### src/rtl/pc_pkg.sv
// Shared types for the program-counter sequencer: next-PC mode encoding.
package pc_pkg;
  localparam int PC_MODE_W = 3;

  typedef enum logic [PC_MODE_W-1:0] {
    MODE_SEQ    = 3'd0,
    MODE_BRANCH = 3'd1,
    MODE_JUMP   = 3'd2,
    MODE_CALL   = 3'd3,
    MODE_RET    = 3'd4,
    MODE_HOLD   = 3'd5
  } pc_mode_t;
endpackage

### src/rtl/pc_ras.sv
// Circular return-address stack: push overwrites the oldest entry when full,
// pop on empty is refused and flagged. Top-of-stack is read combinationally.
module pc_ras #(
  parameter int XLEN      = 32,
  parameter int RAS_DEPTH = 4,
  localparam int CW = $clog2(RAS_DEPTH + 1),
  localparam int PW = (RAS_DEPTH > 1) ? $clog2(RAS_DEPTH) : 1
) (
  input  logic            clk,
  input  logic            rst,
  input  logic            push,
  input  logic            pop,
  input  logic [XLEN-1:0] push_data,
  output logic [XLEN-1:0] top_data,
  output logic [CW-1:0]   count,
  output logic            ovf,
  output logic            unf
);
  logic [XLEN-1:0] mem [RAS_DEPTH];
  logic [PW-1:0]   ptr;
  logic [PW-1:0]   top_idx;
  logic [PW-1:0]   ptr_inc;
  logic            full;
  logic            empty;

  // ptr is the next write slot; the top entry sits one slot below it.
  assign top_idx  = (ptr == '0) ? PW'(RAS_DEPTH - 1) : ptr - 1'b1;
  assign ptr_inc  = (ptr == PW'(RAS_DEPTH - 1)) ? '0 : ptr + 1'b1;
  assign full     = (count == CW'(RAS_DEPTH));
  assign empty    = (count == '0);
  assign top_data = mem[top_idx];

  always_ff @(posedge clk or posedge rst) begin
    if (rst) begin
      ptr   <= '0;
      count <= '0;
      ovf   <= 1'b0;
      unf   <= 1'b0;
    end else begin
      ovf <= push && full;
      unf <= pop && empty;
      if (push) begin
        ptr <= ptr_inc;
        if (!full) count <= count + 1'b1;
      end else if (pop && !empty) begin
        ptr   <= top_idx;
        count <= count - 1'b1;
      end
    end
  end

  // Storage carries no reset: contents are don't-care once the count is cleared.
  always_ff @(posedge clk) begin
    if (push) mem[ptr] <= push_data;
  end
endmodule

### src/rtl/pc_sequencer.sv
// Program counter with stall, branch/jump/call/return modes and an internal
// return-address stack. out_pc is registered and feeds instruction memory.
module pc_sequencer
  import pc_pkg::*;
#(
  parameter int          XLEN      = 32,
  parameter logic [XLEN-1:0] RESET_VEC = '0,
  parameter int          INC       = 4,
  parameter int          RAS_DEPTH = 4,
  localparam int CW = $clog2(RAS_DEPTH + 1)
) (
  input  logic                 clk,
  input  logic                 rst,
  input  logic                 en,
  input  logic [PC_MODE_W-1:0] mode,
  input  logic                 cond,
  input  logic [XLEN-1:0]      in_pc,
  output logic [XLEN-1:0]      out_pc,
  output logic                 zero,
  output logic [CW-1:0]        ras_count,
  output logic                 ras_ovf,
  output logic                 ras_unf
);
  logic [XLEN-1:0] seq;
  logic [XLEN-1:0] pc_next;
  logic [XLEN-1:0] ras_top;
  logic            push;
  logic            pop;

  assign seq  = out_pc + XLEN'(INC);
  assign push = en && (mode == MODE_CALL);
  assign pop  = en && (mode == MODE_RET);
  assign zero = (out_pc == '0);

  always_comb begin
    pc_next = seq;
    case (mode)
      MODE_BRANCH: pc_next = cond ? in_pc : seq;
      MODE_JUMP:   pc_next = in_pc;
      MODE_CALL:   pc_next = in_pc;
      MODE_RET:    pc_next = (ras_count != '0) ? ras_top : seq;
      MODE_HOLD:   pc_next = out_pc;
      default:     pc_next = seq;
    endcase
  end

  always_ff @(posedge clk or posedge rst) begin
    if (rst) out_pc <= RESET_VEC;
    else if (en) out_pc <= pc_next;
  end

  pc_ras #(
    .XLEN      (XLEN),
    .RAS_DEPTH (RAS_DEPTH)
  ) u_ras (
    .clk       (clk),
    .rst       (rst),
    .push      (push),
    .pop       (pop),
    .push_data (seq),
    .top_data  (ras_top),
    .count     (ras_count),
    .ovf       (ras_ovf),
    .unf       (ras_unf)
  );
endmodule
### config.mk
export PLATFORM = sky130hd
export DESIGN_NAME = pc_sequencer
export DESIGN_NICKNAME = d
export VERILOG_FILES = /design/src/rtl/pc_pkg.sv /design/src/rtl/pc_ras.sv /design/src/rtl/pc_sequencer.sv
export SDC_FILE = /design/constraint.sdc
export NUM_CORES = 1
export LEC_CHECK = 0
export CELL_PAD_IN_SITES_DETAIL_PLACEMENT = 0
export CELL_PAD_IN_SITES_GLOBAL_PLACEMENT = 1
export CORE_MARGIN = 2
export CORE_UTILIZATION = 47
export DETAILED_ROUTE_END_ITERATION = 12
export GPL_TIMING_DRIVEN = 0
export PLACE_DENSITY = 0.78
export SLEW_MARGIN = 20
export SYNTH_ARGS = -nofsm -noshare
export SYNTH_HDL_FRONTEND = slang
export SYNTH_SLANG_ARGS = --single-unit
### constraint.sdc
create_clock -name clk -period 3.2 [get_ports clk]
set_input_delay 0.48 -clock clk [delete_from_list [all_inputs] [get_ports clk]]
set_output_delay 0.48 -clock clk [all_outputs]
set_load 0.005 [all_outputs]
# [Word level (Yosys, flattened, before mapping)]
# Memories as Yosys holds them, arrays and structs flattened.
# Index checks and enable logic that the tools add are counted.
[classes] n_addsub=5 eq_ne=8 muxes=12 n_bitwise=1 n_reduce_logical=14
[op_table] operator="32-bit case mux with 4 select lines" n=1
[op_table] operator="32-bit 2-to-1 mux" n=2
[op_table] operator="32-bit by 3-bit adder with 32-bit output (second input constant)" n=1
[op_table] operator="32-bit zero test" n=1
[op_table] operator="3-bit == test (second input constant)" n=3
[op_table] operator="3-bit 2-to-1 mux" n=3
[op_table] operator="2-bit 2-to-1 mux" n=4
[op_table] operator="3-bit by 2-bit == test with 1-bit output (second input constant)" n=2
[op_table] operator="1-bit logical AND" n=5
[op_table] operator="2-bit AND reduction" n=2
[op_table] operator="3-bit by 1-bit adder with 3-bit output (second input constant)" n=1
[op_table] operator="3-bit by 1-bit == test with 1-bit output (second input constant)" n=1
[op_table] operator="3-bit zero test" n=1
[op_table] operator="3-bit nonzero test" n=1
[op_table] operator="3-bit by 1-bit subtractor with 3-bit output (second input constant)" n=1
[op_table] operator="2-bit by 1-bit adder with 2-bit output (second input constant)" n=1
[op_table] operator="2-bit == test (second input constant)" n=1
[op_table] operator="2-bit zero test" n=1
[op_table] operator="1-bit 2-to-1 mux" n=2
[op_table] operator="2-bit inequality test (second input constant)" n=1
[op_table] operator="2-bit nonzero test" n=1
[op_table] operator="2-bit OR reduction" n=1
[op_table] operator="2-bit by 1-bit subtractor with 2-bit output (second input constant)" n=1
[op_table] operator="1-bit zero test" n=1
[op_table] operator="1-bit inverter" n=1
[totals] register_bits=39 ram_bits=128 input_bits=39 mem_count=1
[memory_table] name="u_ras.mem" words=4 word_bits=32 read_ports=1 rd_clocked_by_memory_dff=0 write_ports=1 line="pc_ras.sv:19" rtl="logic [XLEN-1:0] mem [RAS_DEPTH];"

# [Logic depth before layout (Yosys ltp)]
# Gate-level depths: netlist of run 1.
[logic_depth] word_depth=5 depth_mapped=9 depth_no_buf=7

# [Cells and area by module]
# Synthesis of run 1 repeated with hierarchy kept, for this count alone.
[hier_totals] hier_cells=586 area_unflattened_um2=8039.0
[by_module_without_submodules] mod="pc_ras" instances=1 cells_each=246 area_per_inst_um2=5228.8 seq_area_each_um2=4018.9
[by_module_without_submodules] mod="pc_sequencer" instances=1 cells_each=340 area_per_inst_um2=2810.2 seq_area_each_um2=800.8

# [Worst setup path before layout of run 1]
# No wires, ideal clock.
[synth_path] path_kind="reg2reg" start="register u_ras.ptr[0]" end="register out_pc[16]" t_arrival_ns=2.160 setup_slack_ns=0.892 stages_incl_launch_ff=9 path_cell_list="dfrtp_1 inv_1 ha_1 buf_2 clkbuf_1 clkbuf_1 mux4_2 a32oi_1 o311ai_0"
[synth_between] elab_chain_len=5 elab_cells_between_ends=6 classes_between="add/sub (1); mux (3); reduce/logical (1); memory (1)"
[synth_lines] item="start, declared" line="pc_ras.sv:20" rtl="logic [PW-1:0] ptr;"
[synth_lines] item="start signal, assigned" line="pc_ras.sv:43" rtl="ptr <= ptr_inc;"
[synth_lines] item="start signal, assigned" line="pc_ras.sv:46" rtl="ptr <= top_idx;"
[synth_lines] item="2-bit by 1-bit subtractor with 2-bit output / 2-bit zero test (equally long branches)" line="pc_ras.sv:27" rtl="assign top_idx = (ptr == '0) ? PW'(RAS_DEPTH - 1) : ptr - 1'b1;"
[synth_lines] item="2-bit 2-to-1 mux *" line="pc_ras.sv:27"
[synth_lines] item="memory 4 x 32 bit *"
[synth_lines] item="32-bit 2-to-1 mux *" line="pc_sequencer.sv:41" rtl="MODE_RET: pc_next = (ras_count != '0) ? ras_top : seq;"
[synth_lines] item="32-bit case mux with 4 select lines *" line="pc_sequencer.sv:37" rtl="case (mode)"
[synth_lines] item="end signal, assigned" line="pc_sequencer.sv:49" rtl="else if (en) out_pc <= pc_next;"
[synth_lines] item="end, declared" line="pc_sequencer.sv:18" rtl="output logic [XLEN-1:0] out_pc,"
# Every way passes the cells marked *; elsewhere a longest branch is shown, timed or not.
# A chain may end at the register's enable or synchronous reset.

# [Final worst setup path of run 1]
[layout_path] start="register out_pc[2]" end="output port zero"
[layout_between] elab_chain_len=1
[layout_lines] item="32-bit zero test" line="pc_sequencer.sv:33" rtl="assign zero = (out_pc == '0);"
[layout_lines] item="end, declared" line="pc_sequencer.sv:19" rtl="output logic zero,"
# Every way passes these cells.

==> results of run 1 <==
-- path summary, 6_finish.rpt --
check | start | endpoint | slack [ns] | cells past startpoint
max | out_pc[2]$_DFFE_PP0P_ | zero | 0.24 | 6
min | rst | out_pc[16]$_DFFE_PP0P_ | 0.33 | 2
max reg2reg | u_ras.ptr[0]$_DFFE_PP0P_ | out_pc[31]$_DFFE_PP0P_ | 0.31 | 8
min reg2reg | u_ras.ptr[0]$_DFFE_PP0P_ | u_ras.ptr[0]$_DFFE_PP0P_ | 0.61 | 1
max in group asynchronous | rst | out_pc[23]$_DFFE_PP0P_ | 2.39 | 3
min in group clk | u_ras.ptr[0]$_DFFE_PP0P_ | u_ras.ptr[0]$_DFFE_PP0P_ | 0.61 | 1
-- cells in the mapped netlist, drive strengths merged (2+ instances only) --
cell | n | area [sq um]
xor2 | 7 | 61.3
a221oi | 12 | 105
and4 | 2 | 17.5
and3 | 5 | 31.3
edfxtp | 128 | 3840
a211oi | 2 | 15.0
o21ai | 27 | 135
o311ai | 4 | 35.0
a32oi | 5 | 43.8
a31oi | 3 | 18.8
nand3 | 14 | 87.6
a21oi | 25 | 125
nor4b | 2 | 23.8
nor3 | 7 | 35.0
a22oi | 13 | 97.6
and2 | 10 | 62.6
a21o | 2 | 15.0
nand2 | 23 | 86.3
nor2 | 13 | 51.3
nor3b | 3 | 27.5
dfrtp | 39 | 976
nand4 | 12 | 81.3
xnor2 | 22 | 193
clkbuf | 18 | 67.6
a2bb2oi | 6 | 52.6
ha | 6 | 75.1
o31a | 6 | 52.6
nor4 | 13 | 93.8
a22o | 3 | 26.3
mux4 | 32 | 721
mux2 | 3 | 33.8
o22ai | 7 | 43.8
inv | 23 | 86.3
buf | 21 | 118
-- layout make-up --
class                   count  area, sq um
flip-flops and latches    167         4820
clock buffers              17          425
well taps                 216          270
plain buffers              38          181
clock inverters            15          178
repair buffers             81          861
multi-input cells         302         2570
inverters                  23         86.3
fillers                  1290         6490
-- cells by family after synthesis --
logic type	count (synthesis)
flip-flops	167
multiplexers	35
buffers and inverters	62
AND/OR/NAND/NOR	110
adder cells (fa/ha/maj)	7
AO/OA/AOI/OAI	121
XOR/XNOR	29
-- per-stage QoR --
step                      cells  utilization (%)
after floorplan             531                -
after global placement      823             54.7
after detailed placement    828             55.4
after CTS                   860             59.2
after global routing        859             59.1
final                       859             59.1
-- registers in the layout (all words and copies together) (netlist names) --
signal	flops
u_ras.ptr	2
u_ras.ovf	1
u_ras.mem	128
u_ras.count	3
u_ras.unf	1
out_pc	32
-- placed cells by master, fill, tap and decap left out, types with 4 or more instances in the layout --
| master | count |
|---|---|
| edfxtp_1 | 128 |
| clkdlybuf4s50_1 | 76 |
| buf_12 | 5 |
| xor2_1 | 7 |
| clkbuf_1 | 17 |
| a32oi_1 | 5 |
| nand4_1 | 11 |
| a21oi_1 | 25 |
| nor3_1 | 7 |
| nor2_1 | 12 |
| nand2_1 | 23 |
| buf_2 | 16 |
| and2_2 | 4 |
| and3_1 | 5 |
| xnor2_1 | 22 |
| o21ai_0 | 25 |
| nand3_1 | 12 |
| mux4_2 | 32 |
| o22ai_1 | 7 |
| clkbuf_16 | 17 |
| a22oi_1 | 13 |
| inv_1 | 22 |
| and2_1 | 5 |
| a221oi_1 | 12 |
| ha_1 | 6 |
| clkinv_2 | 4 |
| dfrtp_1 | 39 |
| a2bb2oi_1 | 6 |
| o31a_1 | 6 |
| nor4_1 | 11 |
-- per-layer routing --
metal,vias up,global-route usage [%],part of all wire (%)
met5,-,0,0
met4,0,8.33,2.0
met3,32,4.90,6.5
met2,211,38.5,49
met1,2666,32.8,42
li1,2299,-,-
-- power by group --
part	switching (uW)	internal [uW]	leakage, uW
registers	322	2710	0.00162
logic	1200	1220	0.00130
clock network	867	1230	0.000294
-- worst max-delay path, cell delays in order, from the launching register on --
cell and delay, ns:
dfrtp_1 0.47, inv_1 0.21, ha_1 0.23, nor4b_1 0.31, nand4_1 0.13, nor2_1 0.15
clkdlybuf4s50_1 0.54
-- repair_timing --
action | in CTS | in global routing
setup endpoints to repair | 0 | 4
buffers inserted | 0 | 0
hold buffers | 0 | 0
==> metrics.txt, run 1 <==
status finished clean; Synthesized Nets 577; final setup TNS 0 ns; vias 5208; Area Overhead vs Synth 22.7%; flop and latch count out of synthesis 167; WHS 0.327 ns; Post-synth EDFFs 128; post-synthesis async set-or-reset flop share 23.4%; Pre-antenna DRT Iters 5; adder-cell share of the synthesized area 1.24%; final WL 19900 microns; WL/cell 23.1 microns; sequential share of the synthesized area 62.9%; Worst EP required 2.72 ns; io pins 77; placed instance area 0.00880 sq mm; Pwr Total 7560 uW; worst slack at placement 0.0340 ns; Rows 46; Slew Viols, Final 0; worst vdd ir 0.407 mV; mux contribution to synthesized area 9.85%; number of remaining DRC errors 0; Die W 132 microns; clock tree sinks 167; Worst Tran Pin Value 0.834 ns; largest net degree at the start of global routing 28; hpwl dp 13600 microns; Setup-failing EPs final 0; main combinational cell family by area after synthesis compound AO/OA/AOI/OAI gates; leakage power 0.00322 uW; GP Congestion 0.885; crit path kind flip-flop to output port; core box area 0.0159 sq mm; post_cts resized 0; gr ovfl total 0; Detailed Route Iter0 Violations 501; CTS clk-pin slew, worst paths 0.07 ns; Syn Area/Cell 14.4 sq um; CTS tree yes; Starting Density 48.2%; DR vias/cell 6.06; synthesized cell area 0.00766 sq mm; RSZ-0062 raised after global routing no; clock root cell clkbuf_16; Final Instance Area 0.00940 sq mm; clk_lat worst skew 0.44 ns; Synth Instances 531; Hold WC Path Type input port to async pin; initial antenna violation count 0; H-tree depth 4; Total Routing Usage GR 24.0%; Max Fclk 338 MHz; Routed Antenna Nets 0; pwr/cell area 804 mW/mm^2; share of cells above drive strength 1 16.8%; post-synthesis xor/xnor area fraction 3.32%; Netlist cell types 60; CP max FO 7; vias in the first global route 5295; period utilisation layout 92.4%; CTS buffer count 17; ANT cells 0; Slew HR 44.4%; Yosys Warn Count 0; # Max-Cap Violations 0; crit end category output port; Synth Area in Compound Gates 10.7%; CP startpoint kind flip-flop; Clock Skew 0.00832 ns; clock buffer depth 2; Total Nets Final 676; Most used DFF post-synth edfxtp_1; Final Hold Fails 0; Port Buf Inserts 76; Die Y 132 microns; global-route wire length before repair 30800 microns; post-layout min period 2.96 ns; Simple-Gate Fraction of Synth Area 8.38%; die area 0.0173 sq mm; Worst EP arrival 2.48 ns; setup ws final 0.244 ns
(Power assumes the default switching activity.)
==> inputs of run 2 (changes only) <==
ABC_AREA = 1   (was default)
CORE_MARGIN = 5   (was 2)
CORE_UTILIZATION = 44   (was 47)
PLACE_DENSITY = 0.79   (was 0.78)
==> metrics.txt, run 2 <==
largest net degree at the start of global routing 24 (-14%); Most flops, register u_ras.mem; Starting Density 44.7% (-3.5 points); Area Overhead vs Synth 21.2%; post_cts resized 0 (unchanged); Synth area leaders edfxtp_1 46%, dfrtp_1 12%, nand2_1 11%; # fillers 1702 (+32%); leakage power 0.00405 uW (+26%); initial antenna violation count 0 (unchanged); worst slack at placement 0.306 ns (+0.272 ns); Total Routing Usage GR 23.5% (-0.47 points); sequential share of the synthesized area 57.6% (-5.3 points); # Max-Cap Violations 0 (unchanged); Slew HR 49.2% (+4.9 points); Netlist cell types 37 (-38%); H-tree depth 4 (unchanged); status finished clean; WL/cell 19.5 microns (-16%); biggest regs u_ras.mem: 128 flops, out_pc: 32 flops, u_ras.count: 3 flops; crit end category output port; io pins 77 (unchanged); Syn Area/Cell 8.95 sq um (-38%); commonest non-fill, non-tap cell in the layout nand2_1; RSZ-0062 raised after global routing no; Hold WC Path Type input port to async pin; Pre-antenna DRT Iters 5 (unchanged); post-synthesis async set-or-reset flop share 23.4% (unchanged); setup ws final 0.187 ns (-0.0564 ns); DR vias/cell 5.31 (-12%); CP startpoint kind flip-flop; post-layout min period 3.01 ns (+0.0564 ns); clock tree sinks 167 (unchanged); vias 6809 (+31%); Worst Tran Pin Value 0.762 ns (-0.0728 ns); final cell count without fillers 1282 (+49%); CP max FO 8 (+1); clk_lat worst skew 0.43 ns (about the same); vias in the first global route 6563 (+24%); Die Y 148 microns (+12%); Final Hold Fails 0 (unchanged); synthesized cell area 0.00837 sq mm (+9.2%); CTS tree yes; CTS Hold Bufs 0 (unchanged); crit path kind flip-flop to output port; Total Nets Final 1081 (+60%); WHS 0.369 ns (+0.0414 ns); postcts setup bufs 0 (unchanged); Synth Instances 935 (+76%); pwr/cell area 805 mW/mm^2 (about the same); global-route wire length before repair 38300 microns (+24%); Synthesized Nets 981 (+70%); share of the synthesized area in the top cell type 45.9% (-4.2 points); CTS clk-pin slew, worst paths 0.07 ns (about the same); Port Buf Inserts 76 (unchanged); Die W 148 microns (+12%); Max Fclk 332 MHz (-1.9%); count leader, synth nand2_1; Worst EP required 2.72 ns (about the same); ANT cells 0 (unchanged); Yosys Warn Count 0 (unchanged); max reg flops 128 (unchanged); Setup-failing EPs final 0 (unchanged); dpl cells 1250 (+51%); list of most frequent post-synthesis cells 249 x nand2_1, 144 x nor2_1, 143 x nand3_1; Rows 50 (+8.7%); Yosys top cell by area edfxtp_1; hpwl dp 17900 microns (+32%); share of cells above drive strength 1 9.83% (-7.0 points); Clock Skew 0.00902 ns (+0.000700 ns); commonest cells after routing, fill and taps aside 249 x nand2_1, 143 x nand3_1, 140 x nor2_1, 128 x edfxtp_1, 76 x clkdlybuf4s50_1; Post-synth EDFFs 128 (unchanged); flop and latch count out of synthesis 167 (unchanged); clock root cell clkbuf_16; Pwr Total 8160 uW (+8.0%); Worst EP arrival 2.53 ns (+0.05 ns); period utilisation layout 94.2% (+1.8 points); number of remaining DRC errors 0 (unchanged); GP Congestion 0.877 (-0.93%); clock buffer depth 2 (unchanged); Routed Antenna Nets 0 (unchanged); worst vdd ir 0.428 mV (+5.2%); core box area 0.0187 sq mm (+18%); Slew Viols, Final 0 (unchanged); gr ovfl total 0 (unchanged); Layout Utilization 54.2% (-4.9 points); Most used DFF post-synth edfxtp_1; die area 0.0219 sq mm (+26%); final WL 25000 microns (+26%); Detailed Route Iter0 Violations 620 (+24%); CTS buffer count 17 (unchanged)
-- run 2: area by class of cell --
class	count	area, sq um	area share (%)
Clock buffer	17	425	4.19
Timing Repair Buffer	81	876	8.63
Clock inverter	15	153	1.50
Tap cell	234	293	2.89
Sequential cell	167	4820	47.5
Buffer	39	219	2.16
Multi-Input combinational cell	663	3110	30.7
Inverter	66	248	2.44
-- run 2: final timing paths --
kind / depth (start not counted) / slack (ns) / start / end
worst max register to register: 10 / 0.64 / u_ras.ptr[0]$_DFFE_PP0P_ / out_pc[16]$_DFFE_PP0P_
worst min-delay path: 2 / 0.37 / rst / out_pc[4]$_DFFE_PP0P_
max in group asynchronous: 3 / 2.33 / rst / out_pc[29]$_DFFE_PP0P_
worst max-delay path: 7 / 0.19 / out_pc[2]$_DFFE_PP0P_ / zero
worst min register to register: 1 / 0.54 / u_ras.count[2]$_DFFE_PP0P_ / u_ras.count[2]$_DFFE_PP0P_
min in group clk: 1 / 0.54 / u_ras.count[2]$_DFFE_PP0P_ / u_ras.count[2]$_DFFE_PP0P_
-- run 2: cells by family (layout without fill, tap and decap cells) --
family                     Yosys count  in the layout  synth area share (%)
adders and majority gates            7              7                  1.14
AOI/OAI and AO/OA                   57             57                  3.84
and+or+nand+nor                    589            589                  30.7
DFF                                167            167                  57.6
xor gates and xnor gates            10             10                  1.14
buffers and inverters              105            218                  5.58
-- run 2: report_power, final --
part / total [uW] / internal [uW] / leakage (uW) / switching, uW
clock network: 1990 / 1040 / 0.000281 / 955
registers: 2980 / 2670 / 0.00160 / 308
logic: 3180 / 1080 / 0.00217 / 2110
total: 8160 / 4790 / 0.00405 / 3370
-- run 2: metal layers --
metal / part of all wire, % / global-route usage [%]
met5: 0 / 0
met1: 44 / 32.7
met3: 6.8 / 4.66
met2: 48 / 38.3
met4: 1.3 / 5.91
-- run 2: stage by stage --
stage / setup TNS (ns) / instance area [sq um]
6_report: 0 / 10100
3_3_place_gp: -199.69 / 9420
3_5_place_dp: 0 / 9570
4_1_cts: 0 / 10100
2_1_floorplan: 0 / 8370
5_1_grt: 0 / 10100
-- run 2: worst max-delay path, cell delays in order (launching register included) --
cell and delay [ns]:
dfrtp_1 0.44, inv_1 0.30, ha_1 0.21, nand3_1 0.08, nor4_1 0.18, nand3_1 0.18
nor2_1 0.19, clkdlybuf4s50_1 0.53
==> inputs of run 3 (changes only) <==
CORE_MARGIN = default   (was 5)
==> metrics.txt, run 3 (synthesis gave the netlist of run 2 again) <==
placed instance area 0.00957 sq mm (unchanged); Comb pwr share 38.4% (-0.6 points); CP startpoint kind flip-flop; CTS Hold Bufs 0 (unchanged); Slew Viols, Final 0 (unchanged); Rows 50 (unchanged); pwr/cell area 804 mW/mm^2 (about the same); Layout Utilization 54.5% (+0.23 points); area occupied by multi-input gates 0.00311 sq mm (unchanged); RSZ-0062 raised after global routing no; CP max FO 8 (unchanged); number of remaining DRC errors 1 (+1); CTS buffer count 17 (unchanged); Max Fclk 334 MHz (+0.53%); Total Routing Usage GR 26.3% (+2.7 points); failing checks DRC; core box area 0.0186 sq mm (-0.33%); Final Hold Fails 0 (unchanged); commonest cells after routing, fill and taps aside 249 x nand2_1, 143 x nand3_1, 140 x nor2_1, 128 x edfxtp_1, 76 x clkdlybuf4s50_1; Area Overhead vs Synth 21.3% (about the same); Total Nets Final 1081 (unchanged); DR vias/cell 5.21 (-1.9%); vias 6682 (-1.9%); Switching Fraction 40.6% (-0.73 points); status complete, but fails checks; postcts setup bufs 0 (unchanged); Pint 4850 uW (+1.3%); global-route wire length before repair 37200 microns (-2.9%); share of cells above drive strength 1 9.83% (unchanged); hpwl dp 17400 microns (-3.0%); largest net degree at the start of global routing 27 (+13%); post-layout min period 3.00 ns (-0.0160 ns); # Max-Cap Violations 0 (unchanged); Routed Antenna Nets 0 (unchanged); Slew HR 51.6% (+2.4 points); vias in the first global route 6231 (-5.1%); GP Congestion 0.932 (+6.2%); CTS tree yes; Seq pwr share 36.6% (about the same); period utilisation layout 93.7% (-0.50 points); clock buffer depth 2 (unchanged); Worst Tran Pin Value 0.725 ns (-0.0363 ns); leakage power 0.00405 uW (about the same); Most flops, register u_ras.mem; crit end category output port; NetSw 3310 uW (-1.7%); die area 0.0196 sq mm (-11%); post_cts resized 0 (unchanged); Pwr Total 8170 uW (about the same); Pre-antenna DRT Iters 12 (+7); Die Y 140 microns (-5.4%); max reg flops 128 (unchanged); CTS clk-pin slew, worst paths 0.07 ns (about the same); commonest non-fill, non-tap cell in the layout nand2_1; biggest regs u_ras.mem: 128 flops, out_pc: 32 flops, u_ras.count: 3 flops; Detailed Route Iter0 Violations 679 (+9.5%); clock root cell clkbuf_16; power share of the clock group 25.0% (+0.6 points); Hold WC Path Type input port to async pin; Worst EP required 2.72 ns (about the same); ANT cells 0 (unchanged); # fillers 1699 (-0.18%); Worst EP arrival 2.52 ns (about the same); worst vdd ir 0.443 mV (+3.5%); Starting Density 44.9% (+0.15 points); Setup-failing EPs final 0 (unchanged); Register Area 0.00482 sq mm (unchanged); Clock Skew 0.0123 ns (+0.00329 ns); Final Instance Area 0.0102 sq mm (about the same); Die W 140 microns (-5.4%); WL/cell 19.0 microns (-2.5%); final WL 24300 microns (-2.5%); io pins 77 (unchanged); initial antenna violation count 0 (unchanged); clk_lat worst skew 0.44 ns (about the same); H-tree depth 4 (unchanged); clock tree sinks 167 (unchanged); Port Buf Inserts 76 (unchanged); gr ovfl total 0 (unchanged); crit path kind flip-flop to output port
run 3: cell types whose count changed in the layout (fill, tap and decap cells not counted):
cell	previous run	this run
inv_6	6	4
bufinv_16	0	1
clkinv_2	0	1
clkinv_8	2	1
clkinvlp_4	1	2
run 3: stage by stage:
stage / hold slack (ns) / instances / setup TNS (ns) / setup slack (ns)
2_1_floorplan: 0.497 / 935 / 0 / 0.392
3_3_place_gp: 0.544 / 1245 / -199.70 / -1.66
3_5_place_dp: 0.548 / 1250 / 0 / 0.343
4_1_cts: 0.338 / 1282 / 0 / 0.214
5_1_grt: 0.356 / 1282 / 0 / 0.116
6_report: 0.324 / 1282 / 0 / 0.203
run 3: critical path: stages, from the launching register on:
cell and delay (ns):
dfrtp_1 0.45, inv_1 0.31, ha_1 0.21, nand3_1 0.08
nor4_1 0.18, nand3_1 0.18, nor2_1 0.15, clkdlybuf4s50_1 0.52
run 3: cell type report:
cell class / instances / area share (%)
Tap cell: 234 / 2.88
Clock inverter: 15 / 1.59
Sequential cell: 167 / 47.5
Clock buffer: 17 / 4.19
Timing Repair Buffer: 81 / 8.63
Inverter: 66 / 2.44
Buffer: 39 / 2.16
Multi-Input combinational cell: 663 / 30.6
run 3: path summary, 6_finish.rpt:
check                                      startpoint                    endpoint  slack, ns  cells past startpoint
hold reg to reg            u_ras.count[2]$_DFFE_PP0P_  u_ras.count[2]$_DFFE_PP0P_       0.54                      1
setup / recovery                out_pc[2]$_DFFE_PP0P_                        zero       0.20                      7
min in group clk           u_ras.count[2]$_DFFE_PP0P_  u_ras.count[2]$_DFFE_PP0P_       0.54                      1
max in group asynchronous                         rst    u_ras.ptr[0]$_DFFE_PP0P_       2.38                      3
hold / removal                                    rst      out_pc[18]$_DFFE_PP0P_       0.32                      2
setup reg to reg             u_ras.ptr[0]$_DFFE_PP0P_       out_pc[8]$_DFFE_PP0P_       0.76                     10
run 3: metal layers:
| metal | up-vias | wire, microns | global-route usage, % |
|---|---|---|---|
| li1 | 3306 | - | - |
| met1 | 3144 | 10600 | 36.8 |
| met2 | 205 | 11700 | 42.9 |
| met3 | 27 | 1710 | 3.73 |
| met4 | 0 | 349 | 7.29 |
| met5 | - | 0 | 0 |
run 3: power groups by stage:
stage | logic (uW) | registers [uW] | clock network (uW)
2_1_floorplan | 1930 | 2940 | 0
4_1_cts | 3140 | 2990 | 2060
5_1_grt | 3470 | 3010 | 2160
3_3_place_gp | 3060 | 3030 | 0
3_5_place_dp | 3120 | 3030 | 0
6_report | 3140 | 2990 | 2040
